===== src/rtl/i2c_cfg_pkg.sv =====
// Shared state encoding and constants for the I2C configuration sequencer.
package i2c_cfg_pkg;

   typedef enum logic [2:0] {
      IDLE,
      LOAD,
      START,
      WAIT,
      GAP,
      DONE,
      ERROR
   } cfg_state_e;

   localparam int unsigned I2C_WR_BYTES   = 3;
   localparam logic [7:0]  CODEC_DEV_ADDR = 8'h34;

   function automatic int unsigned max_u(input int unsigned a, input int unsigned b);
      return (a > b) ? a : b;
   endfunction

endpackage


===== src/rtl/i2c_cfg_gap_timer.sv =====
// Loadable down-counter shared by the inter-write gap and the WAIT watchdog.
module i2c_cfg_gap_timer #(
   parameter int unsigned CNT_W = 16
) (
   input  logic             i_clk,
   input  logic             i_rst_n,
   input  logic             i_load,
   input  logic [CNT_W-1:0] i_load_val,
   input  logic             i_dec,
   output logic             o_last
);

   logic [CNT_W-1:0] r_cnt;

   always_ff @(posedge i_clk or negedge i_rst_n) begin
      if (!i_rst_n) begin
         r_cnt <= '0;
      end else if (i_load) begin
         r_cnt <= i_load_val;
      end else if (i_dec && (r_cnt != '0)) begin
         r_cnt <= r_cnt - CNT_W'(1);
      end
   end

   // A load of 0 or 1 both expire on the first counted cycle.
   assign o_last = (r_cnt <= CNT_W'(1));

endmodule


===== src/rtl/i2c_cfg_sequencer.sv =====
// Walks an external register table, issuing one 3-byte I2C write per entry with NACK retry.
// Optional watchdog in WAIT is enabled by defining I2C_TIMEOUT_EN.
module i2c_cfg_sequencer
   import i2c_cfg_pkg::*;
#(
   parameter int unsigned NUM_REGS    = 11,
   parameter int unsigned IDX_W       = 8,
   parameter logic [7:0]  DEV_ADDR    = CODEC_DEV_ADDR,
   parameter int unsigned RETRY_MAX   = 3,
   parameter int unsigned GAP_CYCLES  = 16,
   parameter int unsigned AUTO_START  = 1,
   parameter int unsigned TIMEOUT_CYC = 2**20
) (
   input  logic                      clk,
   input  logic                      reset_n,
   input  logic                      go,
   output logic [IDX_W-1:0]          cfg_index,
   input  logic [15:0]               cfg_data,
   output logic [I2C_WR_BYTES*8-1:0] i2c_data,
   output logic                      i2c_start,
   input  logic                      i2c_done,
   input  logic                      i2c_ack,
   output logic                      busy,
   output logic                      cfg_done,
   output logic                      cfg_error,
   output logic [IDX_W-1:0]          err_index,
   output logic [IDX_W-1:0]          status
);

   localparam int unsigned      CNT_W     = $clog2(max_u(max_u(GAP_CYCLES, TIMEOUT_CYC), 2) + 1);
   localparam logic [CNT_W-1:0] GAP_LOAD  = CNT_W'(GAP_CYCLES);
   localparam logic [IDX_W-1:0] LAST_IDX  = IDX_W'(NUM_REGS - 1);
   localparam logic [3:0]       RETRY_LIM = 4'(RETRY_MAX);
`ifdef I2C_TIMEOUT_EN
   localparam logic [CNT_W-1:0] TMO_LOAD  = CNT_W'(TIMEOUT_CYC);
`endif

   cfg_state_e                  r_state, w_state_nxt;
   logic [IDX_W-1:0]            r_index, w_index_nxt;
   logic [I2C_WR_BYTES*8-1:0]   r_data, w_data_nxt;
   logic                        r_start, w_start_nxt;
   logic                        r_done, w_done_nxt;
   logic                        r_error, w_error_nxt;
   logic [IDX_W-1:0]            r_err_index, w_err_index_nxt;
   logic [3:0]                  r_retry, w_retry_nxt, w_retry_inc;
   logic                        r_auto;
   logic                        w_go;
   logic                        w_nack;
   logic                        w_tmr_load, w_tmr_dec, w_tmr_last;
   logic [CNT_W-1:0]            w_tmr_val;

   i2c_cfg_gap_timer #(
      .CNT_W (CNT_W)
   ) u_gap_timer (
      .i_clk      (clk),
      .i_rst_n    (reset_n),
      .i_load     (w_tmr_load),
      .i_load_val (w_tmr_val),
      .i_dec      (w_tmr_dec),
      .o_last     (w_tmr_last)
   );

   // The first clock after reset release behaves as a go pulse when auto-start is set.
   assign w_go = go | r_auto;

`ifdef I2C_TIMEOUT_EN
   assign w_nack = i2c_done ? !i2c_ack : w_tmr_last;
`else
   assign w_nack = i2c_done & !i2c_ack;
`endif

   always_comb begin
      w_state_nxt     = r_state;
      w_index_nxt     = r_index;
      w_data_nxt      = r_data;
      w_start_nxt     = 1'b0;
      w_done_nxt      = r_done;
      w_error_nxt     = r_error;
      w_err_index_nxt = r_err_index;
      w_retry_nxt     = r_retry;
      w_retry_inc     = r_retry + 4'd1;
      w_tmr_load      = 1'b0;
      w_tmr_val       = GAP_LOAD;
      w_tmr_dec       = 1'b0;

      unique case (r_state)
         IDLE, DONE, ERROR: begin
            if (w_go) begin
               w_state_nxt = LOAD;
               w_index_nxt = '0;
               w_retry_nxt = '0;
               w_done_nxt  = 1'b0;
               w_error_nxt = 1'b0;
            end
         end
         LOAD: begin
            w_data_nxt  = {DEV_ADDR, cfg_data};
            w_start_nxt = 1'b1;
            w_state_nxt = START;
         end
         START: begin
            w_state_nxt = WAIT;
`ifdef I2C_TIMEOUT_EN
            w_tmr_load  = 1'b1;
            w_tmr_val   = TMO_LOAD;
`endif
         end
         WAIT: begin
            w_tmr_dec = 1'b1;
            if (i2c_done && i2c_ack) begin
               w_state_nxt = GAP;
               w_retry_nxt = '0;
               w_tmr_load  = 1'b1;
               w_tmr_val   = GAP_LOAD;
            end else if (w_nack) begin
               w_retry_nxt = w_retry_inc;
               if (w_retry_inc == RETRY_LIM) begin
                  w_state_nxt     = ERROR;
                  w_error_nxt     = 1'b1;
                  w_err_index_nxt = r_index;
               end else begin
                  w_state_nxt = LOAD;
               end
            end
         end
         GAP: begin
            w_tmr_dec = 1'b1;
            if (w_tmr_last) begin
               if (r_index == LAST_IDX) begin
                  w_state_nxt = DONE;
                  w_done_nxt  = 1'b1;
               end else begin
                  w_state_nxt = LOAD;
                  w_index_nxt = r_index + IDX_W'(1);
               end
            end
         end
         default: w_state_nxt = IDLE;
      endcase
   end

   always_ff @(posedge clk or negedge reset_n) begin
      if (!reset_n) begin
         r_state     <= IDLE;
         r_index     <= '0;
         r_data      <= '0;
         r_start     <= 1'b0;
         r_done      <= 1'b0;
         r_error     <= 1'b0;
         r_err_index <= '0;
         r_retry     <= '0;
         r_auto      <= (AUTO_START != 0);
      end else begin
         r_state     <= w_state_nxt;
         r_index     <= w_index_nxt;
         r_data      <= w_data_nxt;
         r_start     <= w_start_nxt;
         r_done      <= w_done_nxt;
         r_error     <= w_error_nxt;
         r_err_index <= w_err_index_nxt;
         r_retry     <= w_retry_nxt;
         r_auto      <= 1'b0;
      end
   end

   assign cfg_index = r_index;
   assign status    = r_index;
   assign i2c_data  = r_data;
   assign i2c_start = r_start;
   assign cfg_done  = r_done;
   assign cfg_error = r_error;
   assign err_index = r_err_index;
   assign busy      = (r_state == LOAD) || (r_state == START) ||
                      (r_state == WAIT) || (r_state == GAP);

endmodule


===== config.mk =====
export PLATFORM = sky130hd
export DESIGN_NAME = i2c_cfg_sequencer
export DESIGN_NICKNAME = d
export VERILOG_FILES = /design/src/rtl/i2c_cfg_pkg.sv /design/src/rtl/i2c_cfg_gap_timer.sv /design/src/rtl/i2c_cfg_sequencer.sv
export SDC_FILE = /design/constraint.sdc
export NUM_CORES = 1
export LEC_CHECK = 0
export BUFFER_PORTS_ARGS = -buffer_cell sky130_fd_sc_hd__clkbuf_2
export CORE_ASPECT_RATIO = 0.9
export CORE_MARGIN = 2
export CORE_UTILIZATION = 45
export CTS_BUF_LIST = sky130_fd_sc_hd__clkbuf_4 sky130_fd_sc_hd__clkbuf_8 sky130_fd_sc_hd__clkbuf_16
export CTS_CLUSTER_DIAMETER = 200
export DETAILED_ROUTE_END_ITERATION = 8
export GPL_ROUTABILITY_DRIVEN = 0
export PLACE_DENSITY = 0.67
export SETUP_SLACK_MARGIN = 0.5
export SYNTH_ARGS = -nofsm -noshare
export SYNTH_HDL_FRONTEND = slang
export SYNTH_HIERARCHICAL = 1
export SYNTH_SLANG_ARGS = --single-unit

===== constraint.sdc =====
create_clock -name clk -period 3.2 [get_ports clk]
set_input_delay 0 -clock clk [delete_from_list [all_inputs] [get_ports clk]]
set_output_delay 0 -clock clk [all_outputs]
set_load 0.02 [all_outputs]

==> out/summary.txt, run 1 <==
Slew Viols, Final - 0
Hold Crit Class - in -> reg
Met2 wire len - 3611 um
Final Cycle Share - 0.7862
Port Buf Inserts - 67
Worst r2r src - r_state[2]$_DFFE_PN0P_
DRT iter0 DRCs - 181
Clock root buffer - clkbuf_8
Number of flops mapped to enable cells by yosys - 0
Row count - 31
DRT met1 WL - 4013 um
Met3 WL - 486 um
DRT Pass-1 Iters - 5
Unrepaired setup endpoints after global routing - no
Worst path bufs/invs - 0
Syn Area/Cell - 10.12 um2
CP Cell Sequence - nand2_1 -> nand2_2 -> or3b_2 -> or3_1 -> a211o_1 -> a2bb2oi_1
Status - complete, no violations
Most frequent cells in the layout - clkbuf_2 (67), dfrtp_1 (64), nor2_1 (30)
Startpoint Class - register
Reg2Reg Capture Point - u_gap_timer/r_cnt[7]$_DFFE_PN0P_
Crit path largest cell delay - 0.62 ns
F_max - 0.3975 GHz
GRT Residual Overflow - 0
WS Path Type - reg -> reg
Die X - 99.50 um
VDD IR-drop max - 0.2835 mV
Synth cell types - 69
Core area - 7990 um2
Slew headroom - 0.5010
TritonCTS clock tree - yes
Htree depth - 3
Synth Cell Area - 3694 um2
CTS clk-pin slew, worst paths - 0.07 ns
Ports - 73
Initial antenna violation count - 0
Final Net Count - 496
Register area share after synthesis - 0.4407
Starting Density - 0.4623
Data arrival, critical path - 2.79 ns
Crit Path Max Fanout - 13
Synthesized instance count - 365
Crit-path slowest cell - dfrtp_1
Via/cell ratio - 5.439
Ratio of cells with drive above 1 in the final layout - 0.3142
Worst Max-Slew Pin Slew - 0.7486 ns
Largest delay share family, worst path - simple AND/OR/NAND/NOR gates
Post-Route Skew - 0.007731 ns
Die area - 8949 um2
FF-to-FF setup slack - 0.68 ns
Post-Route WL - 8216 um
Wire per inst - 14.41 um
Vias in the first global route - 2883
All-layer global routing usage - 0.1887
Pin count of the biggest net entering global routing - 48
Worst R2R Path Depth - 6
Hold path cells - 3
CTS buffer count - 9
Synth Register Bits - 65
Synth async-reset ratio - 1.000
Total of max-cap violations - 0
Worst-case clock buffer depth - 2
CP Capture Type - register
DP HPWL - 5550 um
Syn. warnings - 6
Inserted Diodes - 0
Clk sink count - 65
Skew-Pair Late Insertion Delay - 0.34 ns
Most common cell after layout, fill and taps aside - clkbuf_2
Setup tns final - 0 ns
DR DRC count - 0
Synth-to-layout area growth - 22.93%
Post-layout min period - 2.516 ns
Die Y - 89.95 um
Worst Hold Launch - i2c_done
Vias after detailed routing - 3100
WP data required - 3.47 ns
Power, Total - 3.673 mW
First-pass GRT wire length - 13860 um
Post-route ant nets - 0
PwrDens - 808.9 nW/um2
Hold endpoint - r_retry[1]$_DFFE_PN0P_
Final setup fails - 0
Cell leakage power - 1.997 nW
Layout Utilization - 0.5683
Final Hold Fails - 0
Top sig layer - met4
Synth Flop Type - dfrtp_1
-- per-stage QoR --
| step | instance area, um2 | hold slack [ns] | worst slack [ns] | instances |
|---|---|---|---|---|
| floorplan | 3787 | -0.2956 | 0.6334 | 390 |
| global placement | 4124 | -0.02551 | 0.4231 | 537 |
| detailed placement | 4124 | -0.01855 | 0.3163 | 537 |
| CTS | 4501 | 0.03547 | 0.5126 | 569 |
| global route | 4541 | 0.08637 | 0.5004 | 570 |
| finish | 4541 | 0.04762 | 0.6841 | 570 |
-- registers in the layout, indices dropped and copies added, names as in the netlist, 3 cells and up --
name and count:
u_gap_timer/r_cnt 21, cfg_index 8, r_retry 4, err_index 8, i2c_data 17, r_state 3
-- final cells by class --
class	instances	area (um2)
clock buffer	10	137.6
sequential	65	1628
timing repair buffer	96	598.1
multi-input combinational	287	1974
fill	671	3450
inverter	9	33.78
clock inverter	4	45.04
tap	99	123.9
-- worst max path at each step --
| stage | startpoint | endpoint | slack, ns | cells after the start |
|---|---|---|---|---|
| floorplan | u_gap_timer/r_cnt[7]$_DFFE_PN0P_ | cfg_index[7]$_DFFE_PN0P_ | 0.63 | 8 |
| global placement | u_gap_timer/r_cnt[16]$_DFFE_PN0P_ | cfg_index[5]$_DFFE_PN0P_ | 0.42 | 8 |
| detailed placement | u_gap_timer/r_cnt[16]$_DFFE_PN0P_ | cfg_index[7]$_DFFE_PN0P_ | 0.32 | 8 |
| CTS | u_gap_timer/r_cnt[16]$_DFFE_PN0P_ | cfg_index[5]$_DFFE_PN0P_ | 0.51 | 8 |
| global route | u_gap_timer/r_cnt[13]$_DFFE_PN0P_ | cfg_index[7]$_DFFE_PN0P_ | 0.50 | 8 |
| finish | r_state[2]$_DFFE_PN0P_ | u_gap_timer/r_cnt[7]$_DFFE_PN0P_ | 0.68 | 6 |
-- kinds of logic (layout without fill, tap and decap cells) --
logic type | count (synthesis) | in the layout | synth area share
and+or+nand+nor | 141 | 141 | 0.2249
AOI/OAI and AO/OA | 79 | 79 | 0.1491
DFF | 65 | 65 | 0.4407
buffers and inverters | 38 | 119 | 0.06267
muxes | 28 | 28 | 0.08469
adders and majority gates | 8 | 8 | 0.02642
xor gates and xnor gates | 4 | 4 | 0.009487
other | 2 | 27 | 0.002033
-- worst reg2reg max path, delay by kind of cell (launching register included) --
family,cells,cell delay [ns]
flops,1,0.62
simple gates,4,1.43
compound gates,2,0.41
-- cells in the mapped netlist, types with 3 or more instances --
cell type | n | share of area
a21oi_1 | 9 | 0.012
ha_1 | 7 | 0.024
buf_4 | 19 | 0.039
nor3_1 | 3 | 0.0041
nor2_1 | 30 | 0.030
inv_1 | 8 | 0.0081
or2_2 | 9 | 0.015
clkbuf_1 | 6 | 0.0061
o21ai_0 | 16 | 0.022
and3_1 | 3 | 0.0051
nand3_1 | 9 | 0.012
o31ai_1 | 8 | 0.016
and2_1 | 3 | 0.0051
nor3b_1 | 3 | 0.0061
o211ai_1 | 6 | 0.012
a31oi_1 | 12 | 0.020
mux2_2 | 26 | 0.079
nand4_1 | 9 | 0.015
or4_1 | 14 | 0.028
o41ai_1 | 7 | 0.017
dfrtp_1 | 64 | 0.43
or3_1 | 5 | 0.0085
nand2_1 | 27 | 0.027
nor4_1 | 3 | 0.0051
-- report_power, final --
group | switching [mW] | leakage [nW] | internal, mW | total, mW
Combinational | 0.879 | 1.10 | 0.687 | 1.57
Clock | 0.316 | 0.0978 | 0.368 | 0.685
Sequential | 0.308 | 0.799 | 1.11 | 1.42
Total | 1.50 | 2.00 | 2.17 | 3.67
-- per-layer routing --
metal	up-vias	track usage
li1	1534	-
met1	1445	0.2694
met2	110	0.2911
met3	11	0.03577
met4	0	0.05822
met5	-	0
-- what timing repair did --
item                                    CTS  global route
cloned                                    0             0
hold buffers                             18             0
gates resized for setup                   2             6
buffers inserted                          0             1
endpoints found under the setup margin    6             9
pin swaps                                 0             2
endpoints found under the hold margin    35             0
Power figures use the tool's default switching activity.
==> run 2, diff against run 1 <==
--- a/config.mk
+++ b/config.mk
@@ -5,6 +5,7 @@
 export SDC_FILE = /design/constraint.sdc
 export NUM_CORES = 1
 export LEC_CHECK = 0
+export ABC_AREA = 1
 export BUFFER_PORTS_ARGS = -buffer_cell sky130_fd_sc_hd__clkbuf_2
 export CORE_ASPECT_RATIO = 0.9
 export CORE_MARGIN = 2
@@ -13,7 +14,7 @@
 export CTS_CLUSTER_DIAMETER = 200
 export DETAILED_ROUTE_END_ITERATION = 8
 export GPL_ROUTABILITY_DRIVEN = 0
-export PLACE_DENSITY = 0.67
+export PLACE_DENSITY = 0.69
 export SETUP_SLACK_MARGIN = 0.5
 export SYNTH_ARGS = -nofsm -noshare
 export SYNTH_HDL_FRONTEND = slang
==> constraint.sdc (replaced) <==
create_clock -name clk -period 2.3 [get_ports clk]
set_input_delay 0 -clock clk [delete_from_list [all_inputs] [get_ports clk]]
set_output_delay 0 -clock clk [all_outputs]
set_load 0.02 [all_outputs]
==> run 2 against run 1 <==
  * Final area is 11% higher
  * Combinational power is 83% higher
  * Clock power is 46% higher
  * Clock skew is 0.00056 ns higher
  * Synthesized area is 6.6% higher
  * Largest cell class unchanged
  * Maximum frequency is 44% higher
==> out/summary.txt, run 2 <==
Status - complete, no violations
Syn. warnings - 6 (unchanged)
PwrDens - 1136 nW/um2 (+40%)
Synth Cell Area - 3939 um2 (+6.6%)
Final Cycle Share - 0.7574 (-0.02878)
Via/cell ratio - 4.665 (-14%)
Final Net Count - 698 (+41%)
Crit path top cell by count - nand2_2
Synth async-reset ratio - 1.000 (unchanged)
Fill cells - 782 (+17%)
Die area - 9518 um2 (+6.4%)
Clk sink count - 65 (unchanged)
Crit Path Max Fanout - 5 (-8)
Synth top area cells - dfrtp_1 (41%), nand2_1 (23%), nand3_1 (5.6%)
Post-layout min period - 1.742 ns (-0.7738 ns)
Unrepaired setup endpoints after global routing - yes
Layout Utilization - 0.5888 (+0.02049)
Total of max-cap violations - 0 (unchanged)
CTS buffer count - 9 (unchanged)
Synth Register Bits - 65 (unchanged)
Crit-path slowest cell - dfrtp_1
Synthesized instance count - 557 (+53%)
Inserted Diodes - 0 (unchanged)
Die X - 102.6 um (+3.1%)
Htree depth - 3 (unchanged)
Startpoint Class - register
Synth Flop Type - dfrtp_1
DRT Pass-1 Iters - 4 (-1)
Most common cell after layout, fill and taps aside - nand2_1
Final setup fails - 0 (unchanged)
Worst Max-Slew Pin Slew - 0.6461 ns (-0.1025 ns)
Count leader, synth - nand2_1
Placed Area - 4403 um2 (+6.8%)
WS Path Type - reg -> reg
CP Cell Sequence - nor2_4 -> nand3_2 -> nor2_4 -> nand2_2 -> o21ai_2 -> inv_1 -> nand2_2 -> buf_4 -> nand2_2 -> o21ai_1 -> nand2_1
Pin count of the biggest net entering global routing - 42 (-13%)
Register area share after synthesis - 0.4133 (-0.02744)
Final Hold Fails - 0 (unchanged)
Row count - 32 (+3.2%)
Synth-to-layout area growth - 27.48%
Starting Density - 0.4619 (about the same)
Post-synth top area cell - dfrtp_1
Ratio of cells with drive above 1 in the final layout - 0.2593 (-0.05497)
CTS clk-pin slew, worst paths - 0.08 ns (about the same)
Port Buf Inserts - 67 (unchanged)
Initial antenna violation count - 0 (unchanged)
VDD IR-drop max - 0.5947 mV (+110%)
Vias after detailed routing - 3704 (+19%)
First-pass GRT wire length - 15390 um (+11%)
Clock root buffer - clkbuf_8
Hold Crit Class - in -> reg
DRT iter0 DRCs - 198 (+9.4%)
Post-Route Skew - 0.008293 ns (+0.0005619 ns)
Ports - 73 (unchanged)
All-layer global routing usage - 0.2031 (+0.01441)
Top cell type's share of synthesized area - 0.4066 (-0.02700)
Core area - 8528 um2 (+6.7%)
WP data required - 2.53 ns (-0.94 ns)
CP Capture Type - register
DR DRC count - 0 (unchanged)
F_max - 0.5740 GHz (+44%)
Fin area - 5021 um2 (+11%)
Vias in the first global route - 3440 (+19%)
Wire per inst - 11.69 um (-19%)
Number of flops mapped to enable cells by yosys - 0 (unchanged)
Data arrival, critical path - 1.98 ns (-0.81 ns)
Die Y - 92.76 um (+3.1%)
Setup tns final - 0 ns (unchanged)
Most frequent cells after synthesis - nand2_1 (244), dfrtp_1 (64), nor2_1 (49), nand3_1 (44), inv_1 (38)
Max FFs per register - 21 (unchanged)
Post-route ant nets - 0 (unchanged)
Most flop-heavy register - u_gap_timer/r_cnt
DP HPWL - 6323 um (+14%)
Synth cell types - 35 (-49%)
Post-Route WL - 9281 um (+13%)
Slew headroom - 0.5693 (+0.06833)
Crit path largest cell delay - 0.46 ns (-0.16 ns)
Skew-Pair Late Insertion Delay - 0.34 ns (about the same)
Worst-case clock buffer depth - 2 (unchanged)
Cell leakage power - 2.692 nW (+35%)
TritonCTS clock tree - yes
Syn Area/Cell - 7.071 um2 (-30%)
Most frequent cells in the layout - nand2_1 (238), clkbuf_2 (67), dfrtp_1 (55)
Slew Viols, Final - 0 (unchanged)
GRT Residual Overflow - 0 (unchanged)
run 2: cell types whose count changed in the layout (fill, tap and decap cells not counted), sizes merged, moves of 7 or more:
cell | before | now
nand2 | 27 | 251
inv | 8 | 45
nand3 | 11 | 46
mux2 | 26 | 0
nor2 | 32 | 56
or4 | 16 | 0
o21ai | 17 | 30
a31oi | 12 | 0
a21oi | 9 | 1
o31ai | 8 | 0
or2 | 9 | 1
buf | 11 | 18
o41ai | 7 | 0
run 2: final cells by class:
| type | instances | area [um2] | share of cell area |
|---|---|---|---|
| multi-input combinational | 445 | 2166 | 0.4313 |
| sequential | 65 | 1639 | 0.3264 |
| timing repair buffer | 102 | 669.4 | 0.1333 |
| inverter | 47 | 192.7 | 0.03838 |
| tap | 119 | 148.9 | 0.02965 |
| clock buffer | 10 | 137.6 | 0.02741 |
| clock inverter | 6 | 67.56 | 0.01346 |
run 2: repair_timing:
item	in CTS	in global routing
setup buffers	3	10
hold buffers	17	0
hold endpoints to repair	39	0
gates resized for setup	15	34
pin swaps	3	11
gates cloned	0	1
endpoints found under the setup margin	31	33
run 2: kinds of logic (layout without fill, tap and decap cells):
family,after synthesis,in the layout,synth area share
XOR/XNOR,9,9,0.02001
AND/OR/NAND/NOR,367,368,0.3974
adder cells (fa/ha/maj),7,7,0.02224
other,2,27,0.001907
buffers and inverters,73,165,0.09339
AO/OA/AOI/OAI,34,34,0.05178
flip-flops,65,65,0.4133
run 2: metrics by stage:
| stage | total power, mW | hold WS (ns) | instances | setup slack (ns) |
|---|---|---|---|---|
| after floorplan | 3.682 | -0.2956 | 582 | 0.5559 |
| after global placement | 4.280 | 0.04943 | 747 | 0.2517 |
| after detailed placement | 4.344 | 0.05330 | 747 | 0.1480 |
| after CTS | 5.477 | 0.02926 | 783 | 0.4898 |
| after global routing | 6.207 | 0.05867 | 794 | 0.4246 |
| final | 5.705 | 0.03937 | 794 | 0.5579 |
run 2: report_power, final:
part,switching [mW],internal [mW]
Combinational,1.85,1.02
Sequential,0.344,1.49
Clock,0.468,0.531
Total,2.66,3.04
run 2: worst paths after layout:
check | from | to | slack [ns] | cells past startpoint
worst min register to register | err_index[3]$_DFFE_PN0P_ | err_index[3]$_DFFE_PN0P_ | 0.49 | 2
worst max-delay path | u_gap_timer/r_cnt[8]$_DFFE_PN0P_ | cfg_index[6]$_DFFE_PN0P_ | 0.56 | 11
worst max register to register | u_gap_timer/r_cnt[8]$_DFFE_PN0P_ | cfg_index[6]$_DFFE_PN0P_ | 0.56 | 11
max in group asynchronous | reset_n | u_gap_timer/r_cnt[11]$_DFFE_PN0P_ | 1.41 | 3
worst min-delay path | i2c_done | err_index[1]$_DFFE_PN0P_ | 0.04 | 5
min in group asynchronous | reset_n | err_index[5]$_DFFE_PN0P_ | 0.21 | 2
run 2: critical path, delay by kind of cell (launching register included):
| family | cells | cell delay (ns) |
|---|---|---|
| AO/OA/AOI/OAI | 2 | 0.29 |
| buffers and inverters | 2 | 0.18 |
| flip-flops | 1 | 0.46 |
| AND/OR/NAND/NOR | 7 | 0.70 |
run 2: routing by layer:
metal  vias up  routed length (um)  global-route usage
met3        16                 331             0.04151
met1      1698                4242              0.2602
met4         0                 148             0.06556
met5         -                   0                   0
met2        68                4559              0.3410
li1       1922                   -                   -
==> run 3, diff against run 2 <==
==> constraint.sdc (replaced) <==
create_clock -name clk -period 1.5 [get_ports clk]
set_input_delay 0 -clock clk [delete_from_list [all_inputs] [get_ports clk]]
set_output_delay 0 -clock clk [all_outputs]
set_load 0.02 [all_outputs]
==> run 3 against run 2 <==
  * First-iteration DRC count up 80%
  * Power is 120% higher
  * Clock power increased by 45%
  * The run now ends with negative setup slack left
  * Non-clock buffer count grew 111
  * Die area stayed put
  * Maximum frequency decreased by 7.9%
  * Final cell count up 15%
  * Sequential share of layout area down 8.4 points
==> out/summary.txt, run 3 (synthesis gave the netlist of run 2 again) <==
GRT Residual Overflow - 0 (unchanged)
Final Net Count - 814 (+17%)
VDD IR-drop max - 1.114 mV (+87%)
Most common cell after layout, fill and taps aside - nand2_1
Pin count of the biggest net entering global routing - 26 (-38%)
Unrepaired setup endpoints after global routing - yes
Post-route ant nets - 0 (unchanged)
Post-Route WL - 15770 um (+70%)
Multi-input logic area - 2684 um2 (+24%)
Wire per inst - 17.33 um (+48%)
Vias in the first global route - 4350 (+26%)
Die X - 102.6 um (unchanged)
PwrDens - 1856 nW/um2 (+63%)
Status - finished, violations left
F_max - 0.5289 GHz (-7.9%)
Min Hold Slack - 0.08079 ns (+0.04142 ns)
Port Buf Inserts - 67 (unchanged)
Initial antenna violation count - 0 (unchanged)
DP HPWL - 7600 um (+20%)
Slew headroom - 0.6124 (+0.04314)
Post-Route Skew - 0.01535 ns (+0.007056 ns)
Slew Viols, Final - 0 (unchanged)
Clock root buffer - clkbuf_8
Setup tns final - -7.667 ns (-7.667 ns)
Die area - 9518 um2 (unchanged)
Vias after detailed routing - 4818 (+30%)
Fin area - 6736 um2 (+34%)
Core area - 8528 um2 (unchanged)
Ratio of cells with drive above 1 in the final layout - 0.5044 (+0.2452)
Fill cells - 498 (-36%)
Startpoint Class - register
Max FFs per register - 21 (unchanged)
Most flop-heavy register - u_gap_timer/r_cnt
DRT iter0 DRCs - 356 (+80%)
Worst-case clock buffer depth - 2 (unchanged)
Worst Setup Slack, final - -0.3908 ns (-0.9487 ns)
Skew-Pair Late Insertion Delay - 0.36 ns (+0.02 ns)
Synth-to-layout area growth - 71.03%
DR DRC count - 0 (unchanged)
TritonCTS clock tree - yes
WP data required - 1.75 ns (-0.78 ns)
Total of max-cap violations - 0 (unchanged)
Most frequent cells in the layout - nand2_1 (163), buf_4 (88), nand2_2 (67)
Htree depth - 3 (unchanged)
Ports - 73 (unchanged)
Data arrival, critical path - 2.14 ns (+0.16 ns)
WS Path Type - reg -> reg
Hold Crit Class - in -> reg
Starting Density - 0.4619 (unchanged)
Final Hold Fails - 0 (unchanged)
CTS clk-pin slew, worst paths - 0.08 ns (about the same)
First-pass GRT wire length - 19750 um (+28%)
Clk sink count - 65 (unchanged)
Register area - 1632 um2 (-0.46%)
CP Capture Type - register
Final setup fails - 42 (+42)
Failing checks - negative setup slack
Placed Area - 5049 um2 (+15%)
Pre-CTS setup slack - -0.3222 ns (-0.4702 ns)
Post-layout min period - 1.891 ns (+0.1487 ns)
Inserted Diodes - 0 (unchanged)
DRT Pass-1 Iters - 5 (+1)
Worst Max-Slew Pin Slew - 0.5814 ns (-0.06471 ns)
Final Cycle Share - 1.261 (+0.5031)
Cell leakage power - 3.521 nW (+31%)
Row count - 32 (unchanged)
All-layer global routing usage - 0.2647 (+0.06160)
Power, Total - 12.50 mW (+120%)
Via/cell ratio - 5.295 (+13%)
CTS buffer count - 9 (unchanged)
Crit Path Max Fanout - 3 (-2)
Die Y - 92.76 um (unchanged)
[run 3: cell count changes in the layout (fill, tap and decap cells not counted), moves of 7 or more]
cell and change:
buf_4 +73, buf_6 +34, buf_8 +15, clkbuf_2 -15
nand2_1 -75, nand2_2 +57, nand2_4 +19, nand3_1 -20
nand3_2 +15, nor2_1 -7
[run 3: metal layers]
layer,GRT usage,up-vias,share of wire
li1,-,2157,-
met1,0.3170,2277,0.38
met2,0.4700,296,0.50
met3,0.04226,88,0.061
met4,0.1022,0,0.060
met5,0,-,0
[run 3: per-stage QoR]
| step | utilization | std cells |
|---|---|---|
| after CTS | 0.7242 | 882 |
| after detailed placement | 0.5920 | 826 |
| after floorplan | - | 582 |
| after global placement | 0.5920 | 826 |
| after global routing | 0.7899 | 910 |
| final | 0.7899 | 910 |
[run 3: cell type report]
class / count / area share
inverter: 47 / 0.03362
tap: 119 / 0.02210
timing repair buffer: 213 / 0.2706
multi-input combinational: 446 / 0.3984
clock buffer: 10 / 0.02043
clock inverter: 6 / 0.006315
sequential: 65 / 0.2422
timing repair inverter: 4 / 0.006315
[run 3: critical path: stages, from the launching register on]
cell and delay, ns:
dfrtp_1 0.41, nor2_2 0.21, nand2_1 0.15, nor2_2 0.17
nand4_1 0.13, o21ai_2 0.10, inv_1 0.08, nand2_2 0.11
buf_4 0.12, nand3_2 0.10, nand2_1 0.12, nand2_1 0.07
[run 3: worst paths after layout]
| check | slack (ns) | depth (start not counted) | from | endpoint |
|---|---|---|---|---|
| min | 0.08 | 5 | i2c_done | r_retry[2]$_DFFE_PN0P_ |
| max | -0.39 | 11 | u_gap_timer/r_cnt[19]$_DFFE_PN0P_ | r_state[1]$_DFFE_PN0P_ |
| min in group asynchronous | 0.18 | 2 | reset_n | r_state[2]$_DFFE_PN0P_ |
| max reg2reg | -0.39 | 11 | u_gap_timer/r_cnt[19]$_DFFE_PN0P_ | r_state[1]$_DFFE_PN0P_ |
| max in group asynchronous | 0.73 | 3 | reset_n | r_auto$_DFF_PN1_ |
| min reg2reg | 0.50 | 2 | i2c_data[3]$_DFFE_PN0P_ | i2c_data[3]$_DFFE_PN0P_ |
[run 3: report_power, final]
| group | internal, mW | total, mW | switching (mW) |
|---|---|---|---|
| combinational | 3.51 | 8.26 | 4.75 |
| sequential | 2.27 | 2.80 | 0.530 |
| clock | 0.648 | 1.45 | 0.799 |
| total | 6.42 | 12.5 | 6.08 |
[run 3: repair_timing]
| action | 4_1_cts | 5_1_grt |
|---|---|---|
| resized for setup | 162 | 105 |
| setup endpoints to repair | 81 | 82 |
| cloned | 4 | 4 |
| pin swaps | 61 | 38 |
| buffers inserted | 19 | 24 |
| hold buffers | 17 | 0 |
| endpoints found under the hold margin | 35 | 0 |
